`src/rtl/note_pkg.sv`:
```
// Shared definitions for the note scheduler: silent code, note count,
// scheduler state encodings (which double as the src output) and the demo ROM.
package note_pkg;

  localparam logic [3:0]  NOTE_SILENT = 4'hF;
  localparam int unsigned NOTE_COUNT  = 12;

  typedef enum logic [1:0] {
    SILENT = 2'd0,
    LIVE   = 2'd1,
    HOLD   = 2'd2,
    DEMO   = 2'd3
  } sched_state_e;

  // Demo pattern: one octave up the major scale and back down.
  function automatic logic [3:0] demo_rom(input logic [3:0] idx);
    case (idx)
      4'd0:    demo_rom = 4'd0;
      4'd1:    demo_rom = 4'd2;
      4'd2:    demo_rom = 4'd4;
      4'd3:    demo_rom = 4'd5;
      4'd4:    demo_rom = 4'd7;
      4'd5:    demo_rom = 4'd9;
      4'd6:    demo_rom = 4'd11;
      4'd7:    demo_rom = 4'd9;
      4'd8:    demo_rom = 4'd7;
      4'd9:    demo_rom = 4'd5;
      4'd10:   demo_rom = 4'd4;
      4'd11:   demo_rom = 4'd2;
      default: demo_rom = NOTE_SILENT;
    endcase
  endfunction

endpackage

```
`src/rtl/note_sched_tick_gen.sv`:
```
// Free-running prescaler: one-cycle tick every TICK_DIV clocks, never restarted
// except by reset. Shared with the bar driver.
module tick_gen #(
  parameter int unsigned TICK_DIV = 166667
) (
  input  logic clk,
  input  logic rstn,
  output logic tick
);

  localparam int unsigned CW = (TICK_DIV > 1) ? $clog2(TICK_DIV) : 1;
  localparam logic [CW-1:0] LAST = CW'(TICK_DIV - 1);

  logic [CW-1:0] count;

  always_ff @(posedge clk) begin
    if (!rstn) begin
      count <= '0;
    end else if (count == LAST) begin
      count <= '0;
    end else begin
      count <= count + 1'b1;
    end
  end

  assign tick = (count == LAST);

endmodule

```
`src/rtl/note_sched.sv`:
```
// Note-source scheduler: live note wins, then a timed hold, then demo or silence.
// Demo sequencer is built only when NOTE_SCHED_DEMO_EN is defined.
module note_sched #(
  parameter int unsigned TICK_DIV   = 166667,
  parameter int unsigned HOLD_TICKS = 30,
  parameter int unsigned STEP_TICKS = 15
) (
  input  logic       clk,
  input  logic       rstn,
  input  logic       live_valid,
  input  logic [3:0] live_note,
  input  logic       demo_en,
  output logic [3:0] note,
  output logic       note_valid,
  output logic [1:0] src
);

  import note_pkg::*;

  localparam int unsigned HW = (HOLD_TICKS > 1) ? $clog2(HOLD_TICKS) : 1;
  localparam logic [HW-1:0] HOLD_LAST = HW'(HOLD_TICKS - 1);

  sched_state_e  state, state_nx;
  logic [3:0]    note_nx;
  logic [HW-1:0] hold_cnt, hold_nx;
  logic          tick;
  logic          live_ok;

  tick_gen #(.TICK_DIV(TICK_DIV)) u_tick (
    .clk  (clk),
    .rstn (rstn),
    .tick (tick)
  );

  assign live_ok = (live_note < 4'(NOTE_COUNT));

`ifdef NOTE_SCHED_DEMO_EN
  localparam int unsigned SW = (STEP_TICKS > 1) ? $clog2(STEP_TICKS) : 1;
  localparam logic [SW-1:0] STEP_LAST = SW'(STEP_TICKS - 1);
  localparam logic [3:0]    IDX_LAST  = 4'(NOTE_COUNT - 1);

  logic [3:0]    idx, idx_nx;
  logic [SW-1:0] step, step_nx;

  always_ff @(posedge clk) begin
    if (!rstn) begin
      idx  <= '0;
      step <= '0;
    end else begin
      idx  <= idx_nx;
      step <= step_nx;
    end
  end
`else
  logic unused_demo_en;
  assign unused_demo_en = demo_en;
`endif

  always_comb begin
    state_nx = state;
    note_nx  = note;
    hold_nx  = hold_cnt;
`ifdef NOTE_SCHED_DEMO_EN
    idx_nx   = idx;
    step_nx  = step;
`endif
    if (live_valid) begin
      state_nx = LIVE;
      note_nx  = live_ok ? live_note : NOTE_SILENT;
    end else begin
      case (state)
        LIVE: begin
          state_nx = HOLD;
          hold_nx  = '0;
        end
        HOLD: begin
          // demo_en is only consulted at expiry, so a mid-hold drop is deferred
          if (tick) begin
            if (hold_cnt == HOLD_LAST) begin
`ifdef NOTE_SCHED_DEMO_EN
              if (demo_en) begin
                state_nx = DEMO;
                idx_nx   = '0;
                step_nx  = '0;
                note_nx  = demo_rom(4'd0);
              end else begin
                state_nx = SILENT;
                note_nx  = NOTE_SILENT;
              end
`else
              state_nx = SILENT;
              note_nx  = NOTE_SILENT;
`endif
            end else begin
              hold_nx = hold_cnt + 1'b1;
            end
          end
        end
`ifdef NOTE_SCHED_DEMO_EN
        DEMO: begin
          if (!demo_en) begin
            state_nx = SILENT;
            note_nx  = NOTE_SILENT;
          end else if (tick) begin
            if (step == STEP_LAST) begin
              step_nx = '0;
              idx_nx  = (idx == IDX_LAST) ? 4'd0 : idx + 4'd1;
            end else begin
              step_nx = step + 1'b1;
            end
            note_nx = demo_rom(idx_nx);
          end
        end
        SILENT: begin
          if (demo_en) begin
            state_nx = DEMO;
            idx_nx   = '0;
            step_nx  = '0;
            note_nx  = demo_rom(4'd0);
          end
        end
`endif
        default: begin
          state_nx = state;
        end
      endcase
    end
  end

  always_ff @(posedge clk) begin
    if (!rstn) begin
      state      <= SILENT;
      note       <= NOTE_SILENT;
      note_valid <= 1'b0;
      src        <= 2'd0;
      hold_cnt   <= '0;
    end else begin
      state      <= state_nx;
      note       <= note_nx;
      note_valid <= (state_nx != SILENT);
      src        <= state_nx;
      hold_cnt   <= hold_nx;
    end
  end

endmodule

```
`config.mk`:
```
export PLATFORM = sky130hd
export DESIGN_NAME = note_sched
export DESIGN_NICKNAME = d
export VERILOG_FILES = /design/src/rtl/note_pkg.sv /design/src/rtl/note_sched_tick_gen.sv /design/src/rtl/note_sched.sv
export SDC_FILE = /design/constraint.sdc
export NUM_CORES = 1
export LEC_CHECK = 0
export BUFFER_PORTS_ARGS = -buffer_cell sky130_fd_sc_hd__buf_2
export CAP_MARGIN = 20
export CORE_MARGIN = 5
export CORE_UTILIZATION = 51
export DETAILED_ROUTE_END_ITERATION = 10
export PLACE_DENSITY = 0.78
export SYNTH_ARGS = -nofsm -noshare
export SYNTH_HDL_FRONTEND = slang
export SYNTH_SLANG_ARGS = --single-unit
```
`constraint.sdc`:
```
create_clock -name clk -period 1.6 [get_ports clk]
set_clock_uncertainty 0.1 [all_clocks]
set_input_delay 0.24 -clock clk [delete_from_list [all_inputs] [get_ports clk]]
set_output_delay 0.24 -clock clk [all_outputs]
set_load 0.1 [all_outputs]
```
# Yosys cells after proc, flatten, opt, wreduce, memory -nomap -nowiden
# Cells that the tools add are included.
[word_totals]
ff_bits = 30
input_bits = 8
output_inout_bits = 7
word_cells = 36
[op_classes]
n_addsub = 2
magnitude_cmp = 1
eq_ne = 6
mux = 12
bitwise = 2
reduce_logical = 8
[op_table]
columns = ["op", "count"]
rows = [
  ["4-bit two-way mux", 5],
  ["18-bit by 1-bit adder with 18-bit output, second input constant", 1],
  ["18-bit == test, second input constant", 1],
  ["5-bit two-way mux", 2],
  ["5-bit one-hot mux with 2 select lines", 1],
  ["2-bit nonzero test", 5],
  ["2-bit two-way mux", 3],
  ["5-bit by 1-bit adder with 5-bit output, second input constant", 1],
  ["5-bit == test, second input constant", 1],
  ["4-bit less-than comparator, second input constant", 1],
  ["2-bit inequality test, second input constant", 2],
  ["2-bit one-hot mux with 2 select lines", 1],
  ["4-bit AND reduction", 1],
  ["3-bit AND reduction", 1],
  ["2-bit by 1-bit == test with 1-bit output, second input constant", 1],
  ["2-bit == test, second input constant", 1],
  ["1-bit NOT", 2],
  ["2-bit OR reduction", 1],
]

# Logic depth before layout (Yosys ltp)
[depth]
word_depth = 6
mapped_depth = 6
depth_no_buf = 6

# Modules after synthesis
# From an unflattened synthesis, not the netlist that was laid out.
[hier_totals]
hier_cells = 164
area_unflattened_um2 = 1497.7
[modules_own_cells]
columns = ["module", "n_inst", "cells_per_inst", "area_per_inst_um2", "seq_area_each_um2"]
rows = [
  ["tick_gen", 1, 95, 849.6, 360.3],
  ["note_sched", 1, 69, 648.1, 240.2],
]

# Worst setup path after synthesis
# OpenSTA, ideal clock, no wires.
[synth_timing]
kind = "reg2reg"
from = "reg state[0]"
to = "reg hold_cnt[4]"
setup_ns = 0.070
arrival_time_ns = 2.293
t_required_ns = 1.430
setup_slack_ns = -0.863
stages_incl_launch_ff = 7
path_buffers = 0
period_less_slack_ns = 2.463
cell_sequence = "dfxtp_1 inv_1 ha_1 a211oi_1 nand4_1 or4_1 a21oi_1"
[synth_via]
elab_chain_len = 3
word_cells_on_any_way = 7
cone_classes = "eq/ne: 4; mux: 1; reduce/logical: 2"
[synth_lines]
columns = ["item", "line_no", "rtl"]
rows = [
  ["start: declaration", "note_sched.sv:23", "sched_state_e state, state_nx;"],
  ["start signal: assignment", "note_sched.sv:138", "state <= state_nx;"],
  ["2-bit == test / 2-bit by 1-bit == test with 1-bit output (equally long branches)", "note_sched.sv:71", "case (state)"],
  ["2-bit inequality test (no source line) / 2-bit nonzero test (equally long branches)", "-", ""],
  ["4-bit AND reduction (no source line)", "-", ""],
  ["end signal: assignment", "note_sched.sv:142", "hold_cnt <= hold_nx;"],
  ["end: declaration", "note_sched.sv:25", "logic [HW-1:0] hold_cnt, hold_nx;"],
]
# Parallel ways exist; a longest one is shown, timed or not.
# A chain may end at the register's enable or synchronous reset.

# Worst setup path in the final report
[layout_timing]
from = "reg u_tick.count[10]"
to = "reg hold_cnt[4]"
[layout_via]
elab_chain_len = 3
[layout_lines]
columns = ["item", "line_no", "rtl"]
rows = [
  ["start: declaration", "note_sched_tick_gen.sv:14", "logic [CW-1:0] count;"],
  ["start signal: assignment", "note_sched_tick_gen.sv:22", "count <= count + 1'b1;"],
  ["18-bit == test", "note_sched_tick_gen.sv:26", "assign tick = (count == LAST);"],
  ["2-bit inequality test (no source line)", "-", ""],
  ["4-bit AND reduction (no source line)", "-", ""],
]
# Every way passes these cells.

==> results.md <==
* Total iterations of the first detailed-routing run at 4
* Crit end category: register
* Critical Path RT at 1.79 ns
* Placed cell count at 231
* Fmax at around 550 MHz
* Fin cells at 252
* Avg Vias per Cell at 5.88
* WS Path Type: register to register
* Root Buffer: clkbuf_4
* Initial antenna violation count at 0
* Status: complete, but fails checks
* Die area at approximately 4000 sq um
* Die Wd at 63.6 um
* DRC viols at 0
* Vias at 1,483
* Mapped Area at ~1500 sq um
* Max cap viols at 0
* Vias in the first global route at 1,473
* DRT antenna net count at 0
* Initial Utilization at 53.2%
* Reg area at ~630 sq um
* DRT iter0 DRCs at 97
* Failing checks: negative setup slack
* Met1 usage at 20.9%
* Worst Hold Class: input pin to register
* CTS buffer count at 5
* Nets at around 240
* Mean Syn Cell Area at 9.23 sq um
* Min Tclk post-route at 1.81 ns
* RSZ-0062 raised after global routing: yes
* Maximum vdd ir drop at just over 0.9 mV
* Antenna diodes at 0
* Hold endpoint: note[2]
* Slew margin rel. at 67.2%
* GRT overflow at 0
* Total negative setup slack at -4.43 ns
* Area leader, netlist: dfxtp_1
* Top cells by area, synth: dfxtp_1 41%, xnor2_1 8.4%, ha_1 6.0%
* Syn-to-layout area delta at 49.5%
* Critical path, cell by cell: nor4b_4 > nand3_4 > or4_1 > a21oi_1
* Syn Inst Count at 159
* Worst-Margin Slew at 0.495 ns
* PwrDens at 656 nW/um^2
* Tcrit/Tclk final at 113%
* First-pass GRT wire length at about 6600 um
* Most frequent cells in the layout: 32 x buf_4, 18 x dfxtp_1, 14 x xnor2_1
* Core Footprint at about 2800 sq um
* Met2 usage at 38.2%
* # setup viols final at 29
* Leading cell type in the layout, fill and taps excluded: buf_4
* Tot GR Track Use at 20.8%
* Filler instances at 158
* H-Tree Depth at 2
* Crit path max fanout at 7
* Post-synthesis register bit count at 30
* Hold wc startpoint: live_note[2]
* Critical path buffers and inverters at 0
* Num rows at 19
* Leakage at ~0.77 nW
* Post-layout util at slightly below 80%
* Critical path's largest stage delay at 0.54 ns
* Detail Placement HPWL at approximately 2800 um
* Max Slew Vio Count at 0
* Global placer's final weighted congestion at a little over 0.8
* Hold path cells at 2
* DR WL/cell at approximately 19 um
* Largest net degree at the start of global routing at 12
* Clock Path Buffers at 2
* Critical R2R Launch: u_tick.count[10]
* Crit-path leading delay family: simple AND/OR/NAND/NOR gates
* Yosys top cell area share at about 41%
* Hold Slack at 0.0180 ns
* Reg-to-Reg End: hold_cnt[4]
* DRT Wirelength at around 4700 um
* Sequential fraction of the synthesis area at between 40% and 50%
* Netlist cell types at 35
* Layout cells sized above 1 at 50.7%
* CP arrival at 2.00 ns
* Clock tree sinks at 30
* Slowest stage cell, crit path: or4_1
* Total power at 1.44 mW
* Met3 usage at 5.33%
* CTS clk-pin slew, worst paths at 0.11 ns
* Die Y at 63.6 um
* I/O pin count at 15
* Reg2Reg Depth at 4
* CP startpoint kind: register
* Final Worst Setup Slack at -0.213 ns
* Synthesis Warnings at 0
* Final-report hold violation count at 0
* Gr busiest metal: met2
* Area taken by multi-input logic gates at 1000 sq um
* Clock insertion delay at the later pin of the skew report at approximately 0.35 ns
* Mapped Nets at roughly 170
* PortBufs at 13
* CTS tree: built
* Reg2Reg Setup Slack at -0.21 ns
cell usage after synthesis, drive strengths merged:
library cell and number:
o21a 1, o22a 4, or4 3, nand4 7
o31ai 4, xor2 1, buf 1, a21o 1
a21oi 4, nor4 5, o41ai 1, o21ai 4
nor4b 3, clkbuf 1, or3 3, or2 1
nor3 5, o21bai 1, a211oi 1, ha 7
nor2 23, nand3 7, nand3b 2, mux2i 2
xnor2 14, and3 1, dfxtp 30, a21boi 1
inv 9, nor2b 2, nand2 10
timing repair:
action                                 4_1_cts  5_1_grt
cloned                                       0        1
resized for setup                           17       42
setup buffers                                4        6
endpoints found under the hold margin        1        1
hold buffers                                 1        1
setup endpoints to repair                   29       31
pin swaps                                   15       23
per-layer routing:
layer	wire, um	vias up
li1	-	687
met1	1740	715
met2	2510	57
met3	219	24
met4	201	0
met5	0	-
cells by family (layout without fill, tap and decap cells):
group / count (synthesis) / count (layout) / synth area share [%]
XOR/XNOR: 15 / 15 / 8.95
AO/OA/AOI/OAI: 22 / 22 / 11.1
AND/OR/NAND/NOR: 72 / 72 / 28.8
flip-flops: 30 / 30 / 40.9
multiplexers: 2 / 2 / 1.36
adder cells (fa/ha/maj): 7 / 7 / 5.97
buffers and inverters: 11 / 73 / 2.90
sequential cells by signal (all words and copies together) (netlist names):
| signal | count |
|---|---|
| hold_cnt | 5 |
| u_tick.count | 18 |
| state | 2 |
| note | 4 |
| note_valid | 1 |
per-stage QoR:
stage	cell area [sq um]	worst slack, ns
finish	2190	-0.213
global route	2190	-0.258
CTS	1990	-0.101
detailed placement	1820	-0.149
global placement	1820	-0.0562
floorplan	1500	-0.196
layout make-up:
| type | instances | share of cell area, % |
|---|---|---|
| clock inverter | 3 | 0.969 |
| inverter | 9 | 1.54 |
| sequential | 30 | 28.6 |
| tap | 31 | 1.77 |
| multi-input combinational | 118 | 45.7 |
| clock buffer | 5 | 1.71 |
| timing repair buffer | 56 | 19.7 |
power breakdown:
part	internal [mW]	total, mW	switching, mW
clock	0.170	0.474	0.304
combinational	0.0621	0.195	0.133
sequential	0.756	0.770	0.0143
worst register-to-register path: stages, from the launching register on:
cell and delay, ns:
dfxtp_4 0.38, nor4b_4 0.40, nand3_4 0.19, or4_1 0.54, a21oi_1 0.15
worst max-delay path by stage:
stage	slack [ns]	to	startpoint	cells after the start
CTS	-0.10	hold_cnt[4]	state[0]	6
finish	-0.21	hold_cnt[4]	u_tick.count[10]	4
global route	-0.26	hold_cnt[4]	u_tick.count[10]	4
floorplan	-0.20	hold_cnt[4]	state[0]	6
global placement	-0.06	hold_cnt[3]	u_tick.count[5]	4
detailed placement	-0.15	hold_cnt[3]	u_tick.count[5]	4
Note: power is estimated with default switching activity, not from simulation.
